**config.mk**
```make
export PLATFORM = sky130hd
export DESIGN_NAME = tue_packet_arbiter
export DESIGN_NICKNAME = d
export VERILOG_FILES = /design/src/rtl/tue_packet_arbiter.sv
export SDC_FILE = /design/constraint.sdc
export NUM_CORES = 1
export LEC_CHECK = 0
export CAP_MARGIN = 25
export CORE_UTILIZATION = 25
export CTS_CLUSTER_SIZE = 20
export DETAILED_ROUTE_END_ITERATION = 8
export GPL_TIMING_DRIVEN = 0
export PLACE_DENSITY_LB_ADDON = 0.1
export SLEW_MARGIN = 20
export SYNTH_ARGS = -nofsm -noshare
export SYNTH_HDL_FRONTEND = slang
export SYNTH_SLANG_ARGS = --single-unit
```
**constraint.sdc**
```tcl
create_clock -name i_clk -period 1.4 [get_ports i_clk]
set_input_delay 0.28 -clock i_clk [delete_from_list [all_inputs] [get_ports i_clk]]
set_output_delay 0.28 -clock i_clk [all_outputs]
set_load 0.05 [all_outputs]
```
**src/rtl/tue_packet_arbiter.sv**
```systemverilog
// Round-robin packet arbiter: grant one cycle after a request, locked until the last beat transfers.
// Backpressure: i_ready passes straight through to the owner's ready; all other requesters see 0.
module tue_packet_arbiter #(
    parameter int REQUESTS   = 4,
    parameter int DATA_WIDTH = 32
) (
    input  logic                           i_clk,
    input  logic                           i_rst,
    input  logic [REQUESTS-1:0]            i_request_valid,
    input  logic [REQUESTS-1:0]            i_request_last,
    input  logic [REQUESTS*DATA_WIDTH-1:0] i_request_data,
    output logic [REQUESTS-1:0]            o_request_ready,
    output logic                           o_valid,
    output logic                           o_last,
    output logic [DATA_WIDTH-1:0]          o_data,
    input  logic                           i_ready,
    output logic [REQUESTS-1:0]            o_grant,
    output logic                           o_busy
);

    localparam int PW = (REQUESTS > 2) ? $clog2(REQUESTS) : 1;
    localparam int IW = PW + 1;

    typedef enum logic {IDLE, GRANTED} state_t;

    state_t                state, state_n;
    logic [REQUESTS-1:0]   grant, grant_n;
    logic [PW-1:0]         owner, owner_n;
    logic [PW-1:0]         ptr, ptr_n;
    logic [PW-1:0]         sel;
    logic [IW-1:0]         idx;
    logic                  found;
    logic                  xfer;

    // First valid requester at or above the pointer, wrapping by subtraction so
    // non-power-of-two requester counts rotate correctly.
    always_comb begin
        sel   = '0;
        found = 1'b0;
        idx   = '0;
        for (int i = 0; i < REQUESTS; i++) begin
            idx = {1'b0, ptr} + IW'(i);
            if (idx >= IW'(REQUESTS)) begin
                idx = idx - IW'(REQUESTS);
            end
            if (!found && i_request_valid[idx[PW-1:0]]) begin
                found = 1'b1;
                sel   = idx[PW-1:0];
            end
        end
    end

    always_comb begin
        o_valid = 1'b0;
        o_last  = 1'b0;
        o_data  = '0;
        for (int k = 0; k < REQUESTS; k++) begin
            if (grant[k]) begin
                o_valid = i_request_valid[k];
                o_last  = i_request_last[k];
                o_data  = i_request_data[k*DATA_WIDTH +: DATA_WIDTH];
            end
        end
    end

    assign o_request_ready = grant & {REQUESTS{i_ready}};
    assign o_grant         = grant;
    assign o_busy          = (state == GRANTED);
    assign xfer            = o_valid & i_ready;

    always_comb begin
        state_n = state;
        grant_n = grant;
        owner_n = owner;
        ptr_n   = ptr;
        case (state)
            IDLE: begin
                if (found) begin
                    state_n      = GRANTED;
                    grant_n      = '0;
                    grant_n[sel] = 1'b1;
                    owner_n      = sel;
                end
            end
            GRANTED: begin
                // A valid gap mid-packet keeps the lock; only a completed last beat releases it.
                if (xfer && o_last) begin
                    state_n = IDLE;
                    grant_n = '0;
                    ptr_n   = (owner == PW'(REQUESTS-1)) ? '0 : owner + 1'b1;
                end
            end
            default: begin
                state_n = IDLE;
                grant_n = '0;
            end
        endcase
    end

    always_ff @(posedge i_clk or posedge i_rst) begin
        if (i_rst) begin
            state <= IDLE;
            grant <= '0;
            owner <= '0;
            ptr   <= '0;
        end else begin
            state <= state_n;
            grant <= grant_n;
            owner <= owner_n;
            ptr   <= ptr_n;
        end
    end

endmodule
```
==> flow_summary.ini <==
[timing]
fmax_mhz = 496
setup_viol = 46
period_share = 1.44
hold_violations = 0
rsz0062_at_grt = true
slew-limit-headroom = 0.678
finalCriticalPeriod_ns = 2.02
final.setup.tns_ns = -23.14
slew_viol_final = 0
setup_slack_ns = -0.617
finClkSkew_ns = 0.00171
worstMarginPinSlew_ns = 0.485

[finish]
fillers = 336
drive_gt1_frac = 0.423
diodes = 0
area_delta_synth_final_pct = 222
num-nets-final = 567
final_util = 0.843

[logic_synthesis]
syn_nets = 354
synth_area_per_cell_um2 = 7.28
ys_warn_count = 0
syn_area_mm2 = 0.00156
synthCells = 214
yosysUniqueCellTypes = 33
ys_ff_latch = 9
seq_area_frac_synth = 0.145

[die]
rows = 28
start_util = 0.262
core_area_mm2 = 0.00596
die_y_um = 80.9
io_pins = 182
dieWidth_um = 80.9
dieArea_mm2 = 0.00655

[drt]
drcViolationCount = 0
dr.pass1.iters = 4
via_per_inst = 5.33
final_antenna_net_count = 0
wl_per_cell_um = 20.2
vias = 2669
drt_iter0_markers = 52
routed_wl_mm = 10.1

[power]
p_per_area_mw_per_mm2 = 2720
ir_drop_v = 0.00203
p_leak_nw = 1.87

[job]
maxCapViolCount = 0

[grt]
grt_pass1_vias = 2826
grt_max_degree = 12
overflow = 0
gr-usage-met3 = 0.0674
grt_antenna_before_repair = 0
grt_pass1_wl_mm = 14.4
grt_util_met1 = 0.295
grt_usage = 0.290
grt_use_met2 = 0.571
grt-busiest-layer = met2

[hold_path]
hold_class = in2async

[placed_design]
place.gp.congestion = 0.797
place_ws_ns = -1.14
portBuffers = 181
post-dp-hpwl_mm = 6.39

[clock_tree]
cts_buffers = 3
cts_root_buffer = clkbuf_8
clkSlewWorstSetupHoldPaths_ns = 0.05
clk_path_buf_depth = 2
clock_sinks = 9
h-tree-depth = 1
cts_tree = yes
clock_latency_ns = 0.24

[setup_path]
cp_max_fo = 8
worst_ep_arrival_time_ns = 1.74
crit_path_end_kind = output port
required_ns = 1.12
path_class = reg2out
start_kind = flop

[run_status]
violations = negative setup slack
status = finished with violations
==> cell type report <==
| type | instances | area (um^2) | share of cell area |
|---|---|---|---|
| buffer | 24 | 313 | 0.0623 |
| clock buffer | 3 | 41.3 | 0.00822 |
| clock inverter | 1 | 5.00 | 0.000997 |
| inverter | 3 | 11.3 | 0.00224 |
| multi-input combinational | 178 | 2190 | 0.436 |
| sequential | 9 | 230 | 0.0459 |
| tap | 75 | 93.8 | 0.0187 |
| timing repair buffer | 208 | 2140 | 0.426 |
==> metrics by stage <==
step	cell area [um^2]	power, W	hold WS (ns)	instances
2_1_floorplan	2090	0.00793	0.108	214
3_3_place_gp	4000	0.0107	0.487	470
3_5_place_dp	4000	0.0108	0.497	470
4_1_cts	4920	0.0133	0.312	491
5_1_grt	5020	0.0142	0.350	501
6_report	5020	0.0137	0.307	501
==> cell families after synthesis <==
kind of cell / count (synthesis) / share of synthesized area
adders and majority gates: 1 / 0.00803
DFF: 9 / 0.145
and+or+nand+nor: 91 / 0.316
muxes: 3 / 0.0257
buffers and inverters: 27 / 0.0811
AOI/OAI and AO/OA: 83 / 0.424
==> critical path, stage by stage, from the launching register on <==
cell and delay (ns):
dfrtp_2 0.46, nor2b_4 0.18, buf_4 0.14, buf_12 0.14, a221oi_2 0.34, o31ai_4 0.08
buf_6 0.16
==> power by group <==
group | leakage, nW | internal, W | switching (W)
logic | 1.73 | 0.00557 | 0.00728
clock network | 0.0255 | 0.000195 | 0.000115
registers | 0.107 | 0.000375 | 0.000136
total | 1.87 | 0.00614 | 0.00753
==> state kept, by name, summed over array words and instances, names as in the netlist <==
signal	cells
o_grant	4
ptr	2
o_busy	1
owner	2
==> routing by layer <==
layer  vias to the layer above  share of wire
met4                         0          0.030
met5                         -              0
met2                       122           0.54
li1                       1254              -
met3                        25          0.082
met1                      1268           0.35
==> path summary, 6_finish.rpt <==
path,from,to,slack (ns),depth (start not counted)
min in group i_clk,owner[1],owner[1],0.50,2
min reg2reg,owner[1],owner[1],0.50,2
max,o_grant[0],o_data[19],-0.62,6
max reg2reg,o_grant[1],ptr[0],-0.52,7
max in group asynchronous,i_rst,o_grant[1],0.81,2
min,i_rst,ptr[0],0.31,2
==> cells in the mapped netlist <==
cell	n	area [um^2]
a211oi_2	4	50.1
o31ai_1	30	225
o32ai_1	2	17.5
a32o_1	2	20.0
or2_1	1	6.26
clkbuf_1	12	45.0
buf_2	8	40.0
o22a_1	1	8.76
dfrtp_1	9	225
nor2b_1	32	200
nand2_1	38	143
nand2b_1	1	6.26
ha_1	1	12.5
buf_6	2	22.5
mux2_4	2	30.0
a21o_1	1	7.51
a21oi_1	8	40.0
nor2b_4	1	13.8
nor4_1	2	12.5
nor3_1	1	5.00
and4_1	1	8.76
o21ai_1	3	15.0
nand3b_1	4	30.0
inv_1	3	11.3
mux2i_1	1	10.0
o21a_1	1	7.51
nor2_1	3	11.3
a221oi_1	30	263
nor3b_2	2	25.0
and2_1	4	25.0
nand4_1	1	6.26
o22ai_1	1	6.26
buf_1	2	7.51
==> cells in the final DEF, fill, tap and decap left out, drive strengths merged, types with 2 or more instances in the layout <==
cell	count
clkdlybuf4s15	2
nand3b	4
mux2	2
buf	77
a211oi	4
nor2b	33
a32o	2
dlygate4sd2	6
nor4	2
o21ai	3
clkdlybuf4s50	133
clkbuf	17
and2	4
nand2	38
o31ai	30
a21oi	8
a221oi	30
inv	3
nor3b	2
dfrtp	9
o32ai	2
nor2	3
==> timing repair <==
| item | CTS | global route |
|---|---|---|
| endpoints found under the setup margin | 52 | 46 |
| gates resized for setup | 384 | 17 |
| hold buffers | 0 | 0 |
| pin swaps | 17 | 5 |
| gates cloned | 5 | 2 |
| setup buffers | 13 | 12 |
(Power assumes the default switching activity.)
